**src/rtl/beat_sequencer_clock.sv**
```systemverilog
// Beat clock for the step sequencer: divides clk into 8 beats per measure at an
// adjustable tempo and debounces the tempo buttons into single-step changes.
module beat_sequencer_clock #(
  parameter int BASE_TICKS    = 5000,
  parameter int STEP_TICKS    = 500,
  parameter int DEFAULT_TEMPO = 4,
  parameter int CNT_W         = 13
) (
  input  logic       clk,
  input  logic       n_rst,
  input  logic       sequencer_on,
  input  logic       tempo_up,
  input  logic       tempo_down,
  output logic [2:0] beat,
  output logic       beat_strobe,
  output logic [2:0] tempo_idx,
  output logic       state_dbg
);

  localparam logic [0:0] IDLE = 1'b0;
  localparam logic [0:0] RUN  = 1'b1;

  localparam logic [CNT_W-1:0] BASE_C  = CNT_W'(BASE_TICKS);
  localparam logic [CNT_W-1:0] STEP_C  = CNT_W'(STEP_TICKS);
  localparam logic [2:0]       TEMPO_R = 3'(DEFAULT_TEMPO);

  logic [1:0]       up_sync_q, up_sync_d, dn_sync_q, dn_sync_d;
  logic             up_prev_q, up_prev_d, dn_prev_q, dn_prev_d;
  logic             up_edge, dn_edge;
  logic [2:0]       tempo_idx_q, tempo_idx_d;
  logic [CNT_W-1:0] tick_cnt_q, tick_cnt_d;
  logic [CNT_W-1:0] period, period_m1;
  logic [2:0]       beat_q, beat_d;
  logic             beat_strobe_q, beat_strobe_d;
  logic [0:0]       state_q, state_cur;

  // Buttons are asynchronous: two sync stages, then a previous-value stage for edges.
  always_comb begin
    up_sync_d = {up_sync_q[0], tempo_up};
    dn_sync_d = {dn_sync_q[0], tempo_down};
    up_prev_d = up_sync_q[1];
    dn_prev_d = dn_sync_q[1];
    up_edge   = up_sync_q[1] & ~up_prev_q;
    dn_edge   = dn_sync_q[1] & ~dn_prev_q;
  end

  always_comb begin
    tempo_idx_d = tempo_idx_q;
    case ({up_edge, dn_edge})
      2'b10:   if (tempo_idx_q != 3'd7) tempo_idx_d = tempo_idx_q + 3'd1;
      2'b01:   if (tempo_idx_q != 3'd0) tempo_idx_d = tempo_idx_q - 3'd1;
      default: tempo_idx_d = tempo_idx_q;
    endcase
  end

  // >= rather than == so a tempo increase that shortens the period ends the beat at once.
  always_comb begin
    period        = BASE_C - STEP_C * CNT_W'(tempo_idx_q);
    period_m1     = period - CNT_W'(1);
    state_cur     = sequencer_on ? RUN : IDLE;
    tick_cnt_d    = '0;
    beat_d        = 3'd0;
    beat_strobe_d = 1'b0;
    if (state_cur == RUN) begin
      if (tick_cnt_q >= period_m1) begin
        tick_cnt_d    = '0;
        beat_d        = beat_q + 3'd1;
        beat_strobe_d = 1'b1;
      end else begin
        tick_cnt_d    = tick_cnt_q + CNT_W'(1);
        beat_d        = beat_q;
        beat_strobe_d = 1'b0;
      end
    end
  end

  always_ff @(posedge clk or negedge n_rst) begin
    if (!n_rst) begin
      up_sync_q     <= 2'b00;
      dn_sync_q     <= 2'b00;
      up_prev_q     <= 1'b0;
      dn_prev_q     <= 1'b0;
      tempo_idx_q   <= TEMPO_R;
      tick_cnt_q    <= '0;
      beat_q        <= 3'd0;
      beat_strobe_q <= 1'b0;
      state_q       <= IDLE;
    end else begin
      up_sync_q     <= up_sync_d;
      dn_sync_q     <= dn_sync_d;
      up_prev_q     <= up_prev_d;
      dn_prev_q     <= dn_prev_d;
      tempo_idx_q   <= tempo_idx_d;
      tick_cnt_q    <= tick_cnt_d;
      beat_q        <= beat_d;
      beat_strobe_q <= beat_strobe_d;
      state_q       <= state_cur;
    end
  end

  assign beat        = beat_q;
  assign beat_strobe = beat_strobe_q;
  assign tempo_idx   = tempo_idx_q;
  assign state_dbg   = state_q;

endmodule

```
**config.mk**
```make
export PLATFORM = sky130hd
export DESIGN_NAME = beat_sequencer_clock
export DESIGN_NICKNAME = d
export VERILOG_FILES = /design/src/rtl/beat_sequencer_clock.sv
export SDC_FILE = /design/constraint.sdc
export NUM_CORES = 1
export LEC_CHECK = 0
export CORE_UTILIZATION = 61
export CTS_BUF_LIST = sky130_fd_sc_hd__clkbuf_4 sky130_fd_sc_hd__clkbuf_8
export DETAILED_ROUTE_END_ITERATION = 6
export PLACE_DENSITY = 0.93
export SYNTH_ARGS = -nofsm -noshare
export SYNTH_HDL_FRONTEND = slang
export SYNTH_SLANG_ARGS = --single-unit
```
**constraint.sdc**
```tcl
create_clock -name clk -period 8 [get_ports clk]
set_input_delay 1.6 -clock clk [delete_from_list [all_inputs] [get_ports clk]]
set_output_delay 1.6 -clock clk [all_outputs]
set_load 0.01 [all_outputs]
```
# Yosys cells after proc, flatten, opt, wreduce, memory -nomap -nowiden
# Cells that the tools add are included.
# word_totals
ramBits	0
word_cells	40
mem_count	0
latchBits	0
out_inout_bits	8
mem_bits_ro	0
register_bits	27
# classes
order_cmp	1
eq_ne	6
reduce_logical	3
mul	1
shift	0
div	0
muxes	10
n_bitwise	4
addsub	6
# ops
op	count
two-way mux 13 bit	2
adder 13 x 1 -> 13 bit, second input constant	1
>= comparator 13 bit	1
subtractor 13 x 1 -> 13 bit, second input constant	1
subtractor 13 x 12 -> 13 bit, first input constant	1
two-way mux 3 bit	4
multiplier 7 x 3 -> 10 bit, first input constant	1
adder 3 x 1 -> 3 bit, second input constant	2
case mux 3 bit (2 select lines)	1
!= test 2 bit, second input constant	2
two-way mux 1 bit	3
!= test 3 bit, second input constant	1
AND reduction 3 bit	1
nonzero test 3 bit	1
subtractor 3 x 1 -> 3 bit, second input constant	1
bitwise AND 1 bit	2
== test 2 x 1 -> 1 bit, second input constant	1
== test 2 bit, second input constant	1
!= test 2 x 1 -> 1 bit, second input constant	1
inverter 1 bit	2
nonzero test 2 bit	1

# Logic depth before layout (Yosys ltp)
# Gate-level depths: netlist of the first run.
# depth
depth_word	6
mapped_depth	18
ltp_nobuf	17

# Worst setup path after synthesis of the first run
# No wires, ideal clock.
# synth_path
path_type	flip-flop to flip-flop
from	register tempo_idx_q[0] (netlist: tempo_idx[0])
to	register tick_cnt_q[6]
path_buffers	1
setup_slack_ns	3.780
path_stages_with_launch	16
required_ns	7.931
arrival_ns	4.152
setup_time_ns	0.069
cell_sequence	dfrtp_1 -> fa_1 -> inv_1 -> fa_1 -> fa_1 -> o21ai_0 -> o21ai_1 -> o32ai_1 -> nor4bb_1 -> ha_1 -> nand4_1 -> nor4_2 -> a2111oi_4 -> nand3_2 -> buf_6 -> nor2_2
# synth_between
elab_chain_cells	6
# synth_rtl
element	line_no	source
start, declared	30	logic [2:0] tempo_idx_q, tempo_idx_d;
start signal, assigned	93	tempo_idx_q <= tempo_idx_d;
multiplier 7 x 3 -> 10 bit	58	period = BASE_C - STEP_C * CNT_W'(tempo_idx_q);
subtractor 13 x 12 -> 13 bit	58	
subtractor 13 x 1 -> 13 bit	59	period_m1 = period - CNT_W'(1);
>= comparator 13 bit	65	if (tick_cnt_q >= period_m1) begin
two-way mux 13 bit	65	
two-way mux 13 bit	64	if (state_cur == RUN) begin
named net tick_cnt_d[6]	31	logic [CNT_W-1:0] tick_cnt_q, tick_cnt_d;
end signal, assigned	94	tick_cnt_q <= tick_cnt_d;
end, declared	31	
# The timed path passes the listed nets, and every way through them passes these cells.
# A chain may end at the register's enable or synchronous reset.

# Worst setup path in the final report of the first run
# layout_path
from	register tempo_idx_q[0] (netlist: tempo_idx[0])
to	register tick_cnt_q[2]
# layout_between
elab_chain_cells	6
# layout_rtl
element	line_no	source
multiplier 7 x 3 -> 10 bit	58	
subtractor 13 x 12 -> 13 bit	58	
subtractor 13 x 1 -> 13 bit	59	
named net period_m1[2]	32	logic [CNT_W-1:0] period, period_m1;
>= comparator 13 bit	65	
two-way mux 13 bit	65	
two-way mux 13 bit	64	
named net tick_cnt_d[2]	31	
# The timed path passes the listed nets, and every way through them passes these cells.

==> results of run 1 <==
## worst paths after layout
kind,slack (ps),endpoint,cells past startpoint,from
setup / recovery,3010,tick_cnt_q[2],16,tempo_idx[0]
hold / removal,370,dn_sync_q[1],0,dn_sync_q[0]
setup reg to reg,3010,tick_cnt_q[2],16,tempo_idx[0]
hold reg to reg,370,dn_sync_q[1],0,dn_sync_q[0]
max in group asynchronous,6080,tempo_idx[2],2,n_rst
min in group asynchronous,1630,beat[1],2,n_rst
## sequential cells by signal, summed over array words and instances (netlist names)
| register | cells |
|---|---|
| tick_cnt_q | 13 |
| dn_sync_q | 2 |
| beat_strobe | 1 |
| tempo_idx | 3 |
| dn_prev_q | 1 |
| up_prev_q | 1 |
| state_dbg | 1 |
| beat | 3 |
| up_sync_q | 2 |
## metrics by stage
stage | utilization, % | hold slack (ps) | instances
6_report | 71.09 | 369.8 | 255
4_1_cts | 71.09 | 371.7 | 255
5_1_grt | 71.09 | 373.8 | 255
2_1_floorplan | - | 331.2 | 197
3_3_place_gp | 70.12 | 335.6 | 251
3_5_place_dp | 70.12 | 337.0 | 251
## synth_stat cells (2+ instances only)
master    number
a21oi_2        3
nor2b_1        3
nor2_2         9
dfrtp_1       26
o21ai_1        2
a21oi_1        4
o21ai_0        5
nor2_1         9
nand3_1        6
ha_1          28
nor4bb_1       2
mux2i_1        4
inv_1         15
xnor2_1        8
nand2_1       14
fa_1           5
nor3_1         3
and3_1         2
nand2b_1       6
xor2_1        11
o21a_1         2
and2_1         2
nand4_1        4
## cell type report
class	count	area (µm²)
inverter	15	56.30
tap	44	55.05
fill	226	897.1
clock buffer	4	30.03
timing repair buffer	13	127.6
multi-input combinational	152	1260
sequential	27	676.9
## routing by layer
| layer | GRT usage, % | part of all wire (%) |
|---|---|---|
| met5 | 0 | 0 |
| met4 | 5.648 | 0.66 |
| met3 | 3.275 | 3.6 |
| met2 | 42.54 | 52 |
| met1 | 30.21 | 43 |
## critical path, stage by stage (launching register included)
cell       delay (ps)
dfrtp_1           580
inv_1             260
ha_1              350
ha_1              160
inv_1              60
fa_1              420
fa_1              540
nor3_1            240
o21ai_1           150
o21ai_1           160
nor4bb_1          340
ha_1              320
nand4_1           180
nor4_2             90
a2111oi_4         460
nand3_2           390
nor2_1            230
## cell usage in the layout (no fill, tap or decap), types with 5 or more instances in the layout
cell type        instances
nand2_1                 14
nand3_1                  6
nor2_2                   9
nor2_1                   9
ha_1                    28
dfrtp_1                 26
fa_1                     5
xor2_1                  11
inv_1                   15
xnor2_1                  8
clkdlybuf4s50_1         12
nand2b_1                 6
o21ai_0                  5
## cell families (layout without fill, tap and decap cells)
logic type / Yosys count / after routing / synth area share (%)
AO/OA/AOI/OAI: 27 / 27 / 10.05
adder cells (fa/ha/maj): 33 / 33 / 22.33
AND/OR/NAND/NOR: 69 / 69 / 19.85
multiplexers: 4 / 4 / 1.985
XOR/XNOR: 19 / 19 / 8.251
flip-flops: 27 / 27 / 33.56
buffers and inverters: 18 / 32 / 3.970
==> results.txt, run 1 <==
----------------------------------------------------
[Logic synthesis]
  Dominant cell type by area after synthesis ... dfrtp_1
  Number of enable-type register cells in the synthesized netlist ... 0
  Area of the mapped netlist ... 2017 µm²
  Sequential area share after synthesis ... 33.56%
  Syn Nets ... 235
  Number of synthesized register bits ... 27
  Primary flip-flop cell chosen by synthesis mapping ... dfrtp_1
  Gate Count Post-Synth ... 197
  Fraction of post-synthesis cell area in the top cell type by area ... 32.26%
  Count of yosys warnings during synthesis ... 0
  Count of cell types in the netlist ... 47
  Fraction of registers with async set/reset ... 100.0%
  Mean instance size in the synthesized netlist ... 10.24 µm²
  Largest cells by area after synthesis ... dfrtp_1, ha_1, fa_1

[Clock network]
  Number of buffers between clock root and the deepest sink ... 2
  Depth of the CTS H-tree ... 1
  Number of CTS-inserted buffers ... 3
  Root buffer selected by CTS ... clkbuf_4
  Setup bufs post-CTS ... 0
  Clock latency on the worst-skew pair ... 310 ps
  Number of gates resized after CTS ... 0
  Hold buffers post-CTS ... 0
  Clock tree sinks ... 27
  TritonCTS clock tree ... done
  Clock transition at the registers of the reported paths ... 140 ps

[Timing]
  Final setup fails ... 0
  Count of final max-slew check failures ... 0
  Transition at the pin with the smallest max-transition slack ... 568.2 ps
  Final period demand of the worst path ... 4988 ps
  Number of hold violations in the final report ... 0
  PnR worst setup slack ... 3012 ps
  Maximum achievable frequency ... 200.5 MHz
  Total negative slack for setup checks ... 0 ps
  Worst rel slew slack ... 61.72%
  Period Utilization, post-route ... 62.35%
  Worst-case clock skew ... 9.233 ps
  Setup repair after global routing missed its margin ... false

[Worst setup path]
  Required arrival time at the worst endpoint ... 8230 ps
  Crit end category ... flip-flop
  Arr. time, crit path ... 5220 ps
  Worst-path fanout max ... 12
  Critical setup path kind ... flip-flop to flip-flop
  Element type at the critical path start ... flip-flop

[Status]
  Status ... finished, final reports clean

[Route]
  Drt initial violations ... 73
  Average wire per cell in the routed design ... 14.84 µm
  Total DRC errors in the routed layout ... 0
  Count of vias placed by the detailed router ... 1,430
  Aggregate routed wire length ... 3.783 mm
  Vias per std cell ... 5.608
  Number of search-and-repair iterations in the first detailed-routing pass ... 4
  Antenna Violating Nets Remaining ... 0

[Finish]
  Layout overhead on the synthesized area ... 9.367%
  Post-layout instance area ... 2206 µm²
  Ant diodes ... 0
  Number of nets in the layout ... 250
  Layout cell share with drive strength beyond 1 ... 11.37%

[GRT]
  Pin count of the biggest net entering global routing ... 28
  Initial antenna violation count ... 0
  Total congestion overflow ... 0
  Wire length of the first global-routing pass ... 6.258 mm
  GRT Overall Usage ... 23.72%
  Vias in the first global route ... 1,391

[Floorplan]
  Standard-cell row count ... 20
  Ports ... 13
  Horiz. Die Dim ... 59.50 µm
  Core Box Area ... 3103 µm²
  DIE AREA ... 3540 µm²
  Die outline height ... 59.50 µm
  Initial Utilization ... 65.00%

[Placement]
  Dpl ws ... 3157 ps
  Routability congestion estimate ... 0.8633
  Buffers added on ports ... 12
  Placement Cell Area ... 2176 µm²
  Sum of net half-perimeters after detailed placement ... 2.935 mm

[Worst hold path]
  Worst Hold Class ... flip-flop to flip-flop

[Job]
  Max-cap check violation count ... 0

----------------------------------------------------
Power of run 1 is left out: the tool's default activity adds up to more than one toggle a clock period on the data nets, which glitch-free logic cannot reach.
==> inputs of run 2 (changes only) <==
--- a/config.mk
+++ b/config.mk
@@ -5,10 +5,10 @@
 export SDC_FILE = /design/constraint.sdc
 export NUM_CORES = 1
 export LEC_CHECK = 0
-export CORE_UTILIZATION = 61
+export CORE_UTILIZATION = 55
 export CTS_BUF_LIST = sky130_fd_sc_hd__clkbuf_4 sky130_fd_sc_hd__clkbuf_8
 export DETAILED_ROUTE_END_ITERATION = 6
-export PLACE_DENSITY = 0.93
+export PLACE_DENSITY = 0.89
 export SYNTH_ARGS = -nofsm -noshare
 export SYNTH_HDL_FRONTEND = slang
 export SYNTH_SLANG_ARGS = --single-unit
==> constraint.sdc (replaced) <==
create_clock -name clk -period 4.3 [get_ports clk]
set_input_delay 0.86 -clock clk [delete_from_list [all_inputs] [get_ports clk]]
set_output_delay 0.86 -clock clk [all_outputs]
set_load 0.01 [all_outputs]
==> results.txt, run 2 (synthesis results as in run 1) <==
----------------------------------------------------
[Route]
  Total DRC errors in the routed layout ... 0 (unchanged)
  Aggregate routed wire length ... 4.441 mm (+17%)
  Antenna Violating Nets Remaining ... 0 (unchanged)
  Number of search-and-repair iterations in the first detailed-routing pass ... 4 (unchanged)
  Count of vias placed by the detailed router ... 1,587 (+11%)
  Vias per std cell ... 5.709 (+1.8%)
  Average wire per cell in the routed design ... 15.97 µm (+7.7%)
  Drt initial violations ... 66 (-9.6%)

[Timing]
  Count of final max-slew check failures ... 0 (unchanged)
  Final setup fails ... 13 (+13)
  Setup repair after global routing missed its margin ... true
  PnR worst setup slack ... -36.26 ps (-3048 ps)
  Maximum achievable frequency ... 230.6 MHz (+15%)
  Final period demand of the worst path ... 4336 ps (-651.7 ps)
  Worst rel slew slack ... 52.60% (-9.1 points)
  Transition at the pin with the smallest max-transition slack ... 703.6 ps (+135.4 ps)
  Period Utilization, post-route ... 100.8% (+38 points)
  Number of hold violations in the final report ... 0 (unchanged)
  Worst-case clock skew ... 4.523 ps (-4.711 ps)

[Status]
  Violated checks ... negative setup slack
  Status ... finished, violations left

[Floorplan]
  Horiz. Die Dim ... 62.56 µm (+5.1%)
  Die outline height ... 62.56 µm (+5.1%)
  DIE AREA ... 3913 µm² (+11%)
  Standard-cell row count ... 21 (+5.0%)
  Ports ... 13 (unchanged)
  Initial Utilization ... 59.05% (-6.0 points)
  Core Box Area ... 3416 µm² (+10%)

[Worst setup path]
  Element type at the critical path start ... flip-flop
  Required arrival time at the worst endpoint ... 4560 ps (-3670 ps)
  Worst-path fanout max ... 6 (-6)
  Crit end category ... flip-flop
  Crit Reg-Reg Endpoint ... beat[1]
  Flop2flop setup slack ... -40 ps (-3050 ps)
  Logic depth of the worst register-to-register path ... 16 (unchanged)
  First element of the critical path ... tempo_idx[2]
  Timing endpoint of the critical path ... beat[1]
  Arr. time, crit path ... 4590 ps (-630 ps)
  R2r startpoint ... tempo_idx[2]
  Critical setup path kind ... flip-flop to flip-flop

[Placement]
  Buffers added on ports ... 12 (unchanged)
  Routability congestion estimate ... 0.8256 (-4.4%)
  Sum of net half-perimeters after detailed placement ... 2.974 mm (+1.3%)
  Placement Cell Area ... 2266 µm² (+4.1%)
  Dpl ws ... -96.98 ps (-3254 ps)

[Clock network]
  Clock transition at the registers of the reported paths ... 150 ps (about the same)
  Number of CTS-inserted buffers ... 3 (unchanged)
  Hold buffers post-CTS ... 0 (unchanged)
  Root buffer selected by CTS ... clkbuf_4
  Clock tree sinks ... 27 (unchanged)
  TritonCTS clock tree ... done
  Number of buffers between clock root and the deepest sink ... 2 (unchanged)
  Depth of the CTS H-tree ... 1 (unchanged)
  Clock latency on the worst-skew pair ... 320 ps (about the same)

[Finish]
  Reg with most FFs ... tick_cnt_q
  Layout cell share with drive strength beyond 1 ... 29.74% (+18 points)
  Commonest non-fill, non-tap cell in the layout ... dfrtp_1
  Fraction of the core area covered by cells at the end of the flow ... 75.38% (+4.3 points)
  Flip-flop count of the largest register, all copies and words added ... 13 (unchanged)
  Most frequent cells in the layout ... dfrtp_1, ha_1, buf_4
  Ant diodes ... 0 (unchanged)
  Number of nets in the layout ... 271 (+8.4%)
  Layout overhead on the synthesized area ... 27.67%
  Post-layout instance area ... 2575 µm² (+17%)

[GRT]
  Initial antenna violation count ... 0 (unchanged)
  GRT Overall Usage ... 23.09% (-0.63 points)
  Total congestion overflow ... 0 (unchanged)
  Pin count of the biggest net entering global routing ... 28 (unchanged)
  Vias in the first global route ... 1,627 (+17%)
  Wire length of the first global-routing pass ... 7.272 mm (+16%)

[Worst hold path]
  Worst Hold Class ... flip-flop to flip-flop

[Job]
  Max-cap check violation count ... 0 (unchanged)

----------------------------------------------------
## run 2: cell types whose count changed in the layout (fill, tap and decap cells not counted), moves of 3 or more
cell and delta:
buf_4 +18, ha_4 +3, inv_2 +4, inv_1 -4
ha_1 -4, nor2_4 +4
## run 2: area by class of cell
type | count | area, µm²
Timing Repair Buffer | 34 | 319.1
Inverter | 15 | 56.30
Tap cell | 46 | 57.56
Fill cell | 215 | 840.8
Clock inverter | 1 | 7.507
Clock buffer | 3 | 22.52
Sequential cell | 27 | 676.9
Multi-Input combinational cell | 152 | 1435
## run 2: worst min-delay path by stage
stage / endpoint / startpoint / depth (start not counted)
floorplan: dn_sync_q[1] / dn_sync_q[0] / 0
global placement: dn_sync_q[1] / dn_sync_q[0] / 0
detailed placement: up_sync_q[1] / up_sync_q[0] / 0
CTS: up_sync_q[1] / up_sync_q[0] / 0
global route: up_sync_q[1] / up_sync_q[0] / 0
finish: up_sync_q[1] / up_sync_q[0] / 0
## run 2: what timing repair did
item | in CTS | in global routing
pin swaps | 15 | 16
resized for setup | 17 | 23
setup endpoints to repair | 17 | 17
cloned | 1 | 0
buffers inserted | 7 | 3
## run 2: per-stage QoR
step | std cells | setup TNS (ps) | hold slack [ps]
after floorplan | 197 | 0 | 331.2
after global placement | 263 | 0 | 332.4
after detailed placement | 263 | -1082 | 335.5
after CTS | 275 | -0.8065 | 368.9
after global routing | 278 | -3036 | 374.3
final | 278 | -212.4 | 368.1
## run 2: per-layer routing
| layer | vias to the layer above | GRT usage [%] | share of wire [%] | wire, µm |
|---|---|---|---|---|
| met5 | - | 0 | 0 | 0 |
| met1 | 803 | 27.91 | 42 | 1857 |
| met3 | 2 | 1.460 | 2.3 | 102 |
| li1 | 752 | - | - | - |
| met2 | 30 | 44.70 | 55 | 2464 |
| met4 | 0 | 4.360 | 0.38 | 17 |
## run 2: worst max-delay path, cell delays in order, from the launching register on
cell and delay [ps]:
dfstp_2 630, fa_1 450, buf_4 160, buf_4 140, ha_1 390, nand2b_1 120, a21oi_2 280, nand4bb_1 190
o32ai_2 100, nor4bb_2 330, ha_1 300, nand4_1 170, inv_2 70, a2111oi_4 430, buf_4 190, and2_4 150
mux2i_1 170
Power of run 2 is left out for the same reason.
==> inputs of run 3 (changes only) <==
--- a/config.mk
+++ b/config.mk
@@ -9,6 +9,7 @@
 export CTS_BUF_LIST = sky130_fd_sc_hd__clkbuf_4 sky130_fd_sc_hd__clkbuf_8
 export DETAILED_ROUTE_END_ITERATION = 6
 export PLACE_DENSITY = 0.89
+export SKIP_CTS_REPAIR_TIMING = 1
 export SYNTH_ARGS = -nofsm -noshare
 export SYNTH_HDL_FRONTEND = slang
 export SYNTH_SLANG_ARGS = --single-unit
==> results.txt, run 3 (synthesis results as in run 1) <==
----------------------------------------------------
[Status]
  Status ... finished, violations left
  Violated checks ... negative setup slack

[Clock network]
  Root buffer selected by CTS ... clkbuf_4
  Number of CTS-inserted buffers ... 3 (unchanged)
  TritonCTS clock tree ... done
  Depth of the CTS H-tree ... 1 (unchanged)
  Number of buffers between clock root and the deepest sink ... 2 (unchanged)
  Clock latency on the worst-skew pair ... 320 ps (about the same)
  Clock transition at the registers of the reported paths ... 150 ps (about the same)
  Clock tree sinks ... 27 (unchanged)

[Timing]
  Worst-case clock skew ... 10.77 ps (+6.248 ps)
  Final period demand of the worst path ... 4333 ps (-2.945 ps)
  Count of final max-slew check failures ... 0 (unchanged)
  Period Utilization, post-route ... 100.8% (about the same)
  Setup repair after global routing missed its margin ... true
  Maximum achievable frequency ... 230.8 MHz (about the same)
  Transition at the pin with the smallest max-transition slack ... 646.8 ps (-56.81 ps)
  Worst rel slew slack ... 56.43% (+3.8 points)
  Number of hold violations in the final report ... 0 (unchanged)
  Final setup fails ... 1 (-12)
  PnR worst setup slack ... -33.32 ps (+2.945 ps)

[Finish]
  Layout cell share with drive strength beyond 1 ... 28.07% (-1.7 points)
  Fill cell count ... 221 (+2.8%)
  Reg with most FFs ... tick_cnt_q
  Filler-free cell count of the finished design ... 274 (-1.4%)
  Ant diodes ... 0 (unchanged)
  Flip-flop count of the largest register, all copies and words added ... 13 (unchanged)
  Commonest non-fill, non-tap cell in the layout ... dfrtp_1
  Number of nets in the layout ... 267 (-1.5%)
  Layout overhead on the synthesized area ... 26.30%
  Most frequent cells in the layout ... dfrtp_1, ha_1, buf_4

[Floorplan]
  Horiz. Die Dim ... 62.56 µm (unchanged)
  DIE AREA ... 3913 µm² (unchanged)
  Ports ... 13 (unchanged)
  Die outline height ... 62.56 µm (unchanged)
  Core Box Area ... 3416 µm² (unchanged)
  Standard-cell row count ... 21 (unchanged)
  Initial Utilization ... 59.05% (unchanged)

[Route]
  Count of vias placed by the detailed router ... 1,526 (-3.8%)
  Total DRC errors in the routed layout ... 0 (unchanged)
  Aggregate routed wire length ... 4.298 mm (-3.2%)
  Drt initial violations ... 57 (-14%)
  Number of search-and-repair iterations in the first detailed-routing pass ... 4 (unchanged)
  Average wire per cell in the routed design ... 15.69 µm (-1.8%)
  Vias per std cell ... 5.569 (-2.4%)
  Antenna Violating Nets Remaining ... 0 (unchanged)

[Worst setup path]
  Critical setup path kind ... flip-flop to flip-flop
  Timing endpoint of the critical path ... beat[0]
  Crit end category ... flip-flop
  Crit Reg-Reg Endpoint ... beat[0]
  Required arrival time at the worst endpoint ... 4520 ps (-40 ps)
  Worst-path fanout max ... 4 (-2)
  Element type at the critical path start ... flip-flop
  Arr. time, crit path ... 4550 ps (-40 ps)
  First element of the critical path ... tempo_idx[1]
  R2r startpoint ... tempo_idx[1]
  Flop2flop setup slack ... -30 ps (about the same)
  Logic depth of the worst register-to-register path ... 16 (unchanged)

[Worst hold path]
  Worst hold start ... up_sync_q[0]
  Worst Hold Class ... flip-flop to flip-flop

[GRT]
  Pin count of the biggest net entering global routing ... 28 (unchanged)
  Initial antenna violation count ... 0 (unchanged)
  GRT Overall Usage ... 20.92% (-2.2 points)
  Wire length of the first global-routing pass ... 6.651 mm (-8.5%)
  Total congestion overflow ... 0 (unchanged)
  Vias in the first global route ... 1,496 (-8.1%)

[Placement]
  Routability congestion estimate ... 0.8256 (unchanged)
  Number of instances in the placed design ... 263 (unchanged)
  Sum of net half-perimeters after detailed placement ... 2.974 mm (unchanged)
  Dpl ws ... -96.98 ps (unchanged)
  Buffers added on ports ... 12 (unchanged)

[Job]
  Max-cap check violation count ... 0 (unchanged)

----------------------------------------------------
run 3: cell count changes in the layout (fill, tap and decap cells not counted), sizes merged:
cell	previous run	this run
clkbuf	4	3
buf	21	18
run 3: worst min path at each step:
| stage | depth (start not counted) | slack (ps) | endpoint |
|---|---|---|---|
| final | 0 | 370 | up_sync_q[1] |
| after CTS | 0 | 370 | up_sync_q[1] |
| after floorplan | 0 | 330 | dn_sync_q[1] |
| after global routing | 0 | 370 | up_sync_q[1] |
| after global placement | 0 | 330 | dn_sync_q[1] |
| after detailed placement | 0 | 340 | up_sync_q[1] |
run 3: critical path: stages, from the launching register on:
cell	delay (ps)
dfrtp_1	450
fa_1	600
inv_2	60
fa_2	370
fa_2	380
nor2b_4	140
a22oi_2	230
o21ai_4	120
nor4b_4	340
nor4bb_4	80
ha_1	300
nand4_1	170
nor4_4	380
a2111oi_4	100
buf_4	150
and3_4	170
o21a_1	160
run 3: through the flow:
stage / TNS (ps) / util, % / hold slack (ps) / instance area [µm²]
floorplan: 0 / - / 331.2 / 2017
global placement: 0 / 66.34 / 332.4 / 2266
detailed placement: -1082 / 66.34 / 335.5 / 2266
CTS: -1762 / 67.22 / 368.9 / 2296
global route: -2668 / 74.58 / 374.9 / 2547
finish: -33.32 / 74.58 / 367.5 / 2547
run 3: cell type report:
| cell class | count | area [µm²] | share of cell area (%) |
|---|---|---|---|
| multi-input cells | 152 | 1451 | 56.97 |
| clock inverters | 1 | 7.507 | 0.2947 |
| inverters | 15 | 56.30 | 2.210 |
| repair buffers | 30 | 275.3 | 10.81 |
| flip-flops and latches | 27 | 676.9 | 26.57 |
| well taps | 46 | 57.56 | 2.259 |
| clock buffers | 3 | 22.52 | 0.8841 |
run 3: metal layers:
layer	vias to the layer above	GRT usage, %	share of wire (%)
met5	-	0	0
met4	0	3.488	0.93
met3	7	1.277	1.8
met2	27	38.32	54
met1	753	27.40	43
li1	739	-	-
Power of run 3 is left out for the same reason.
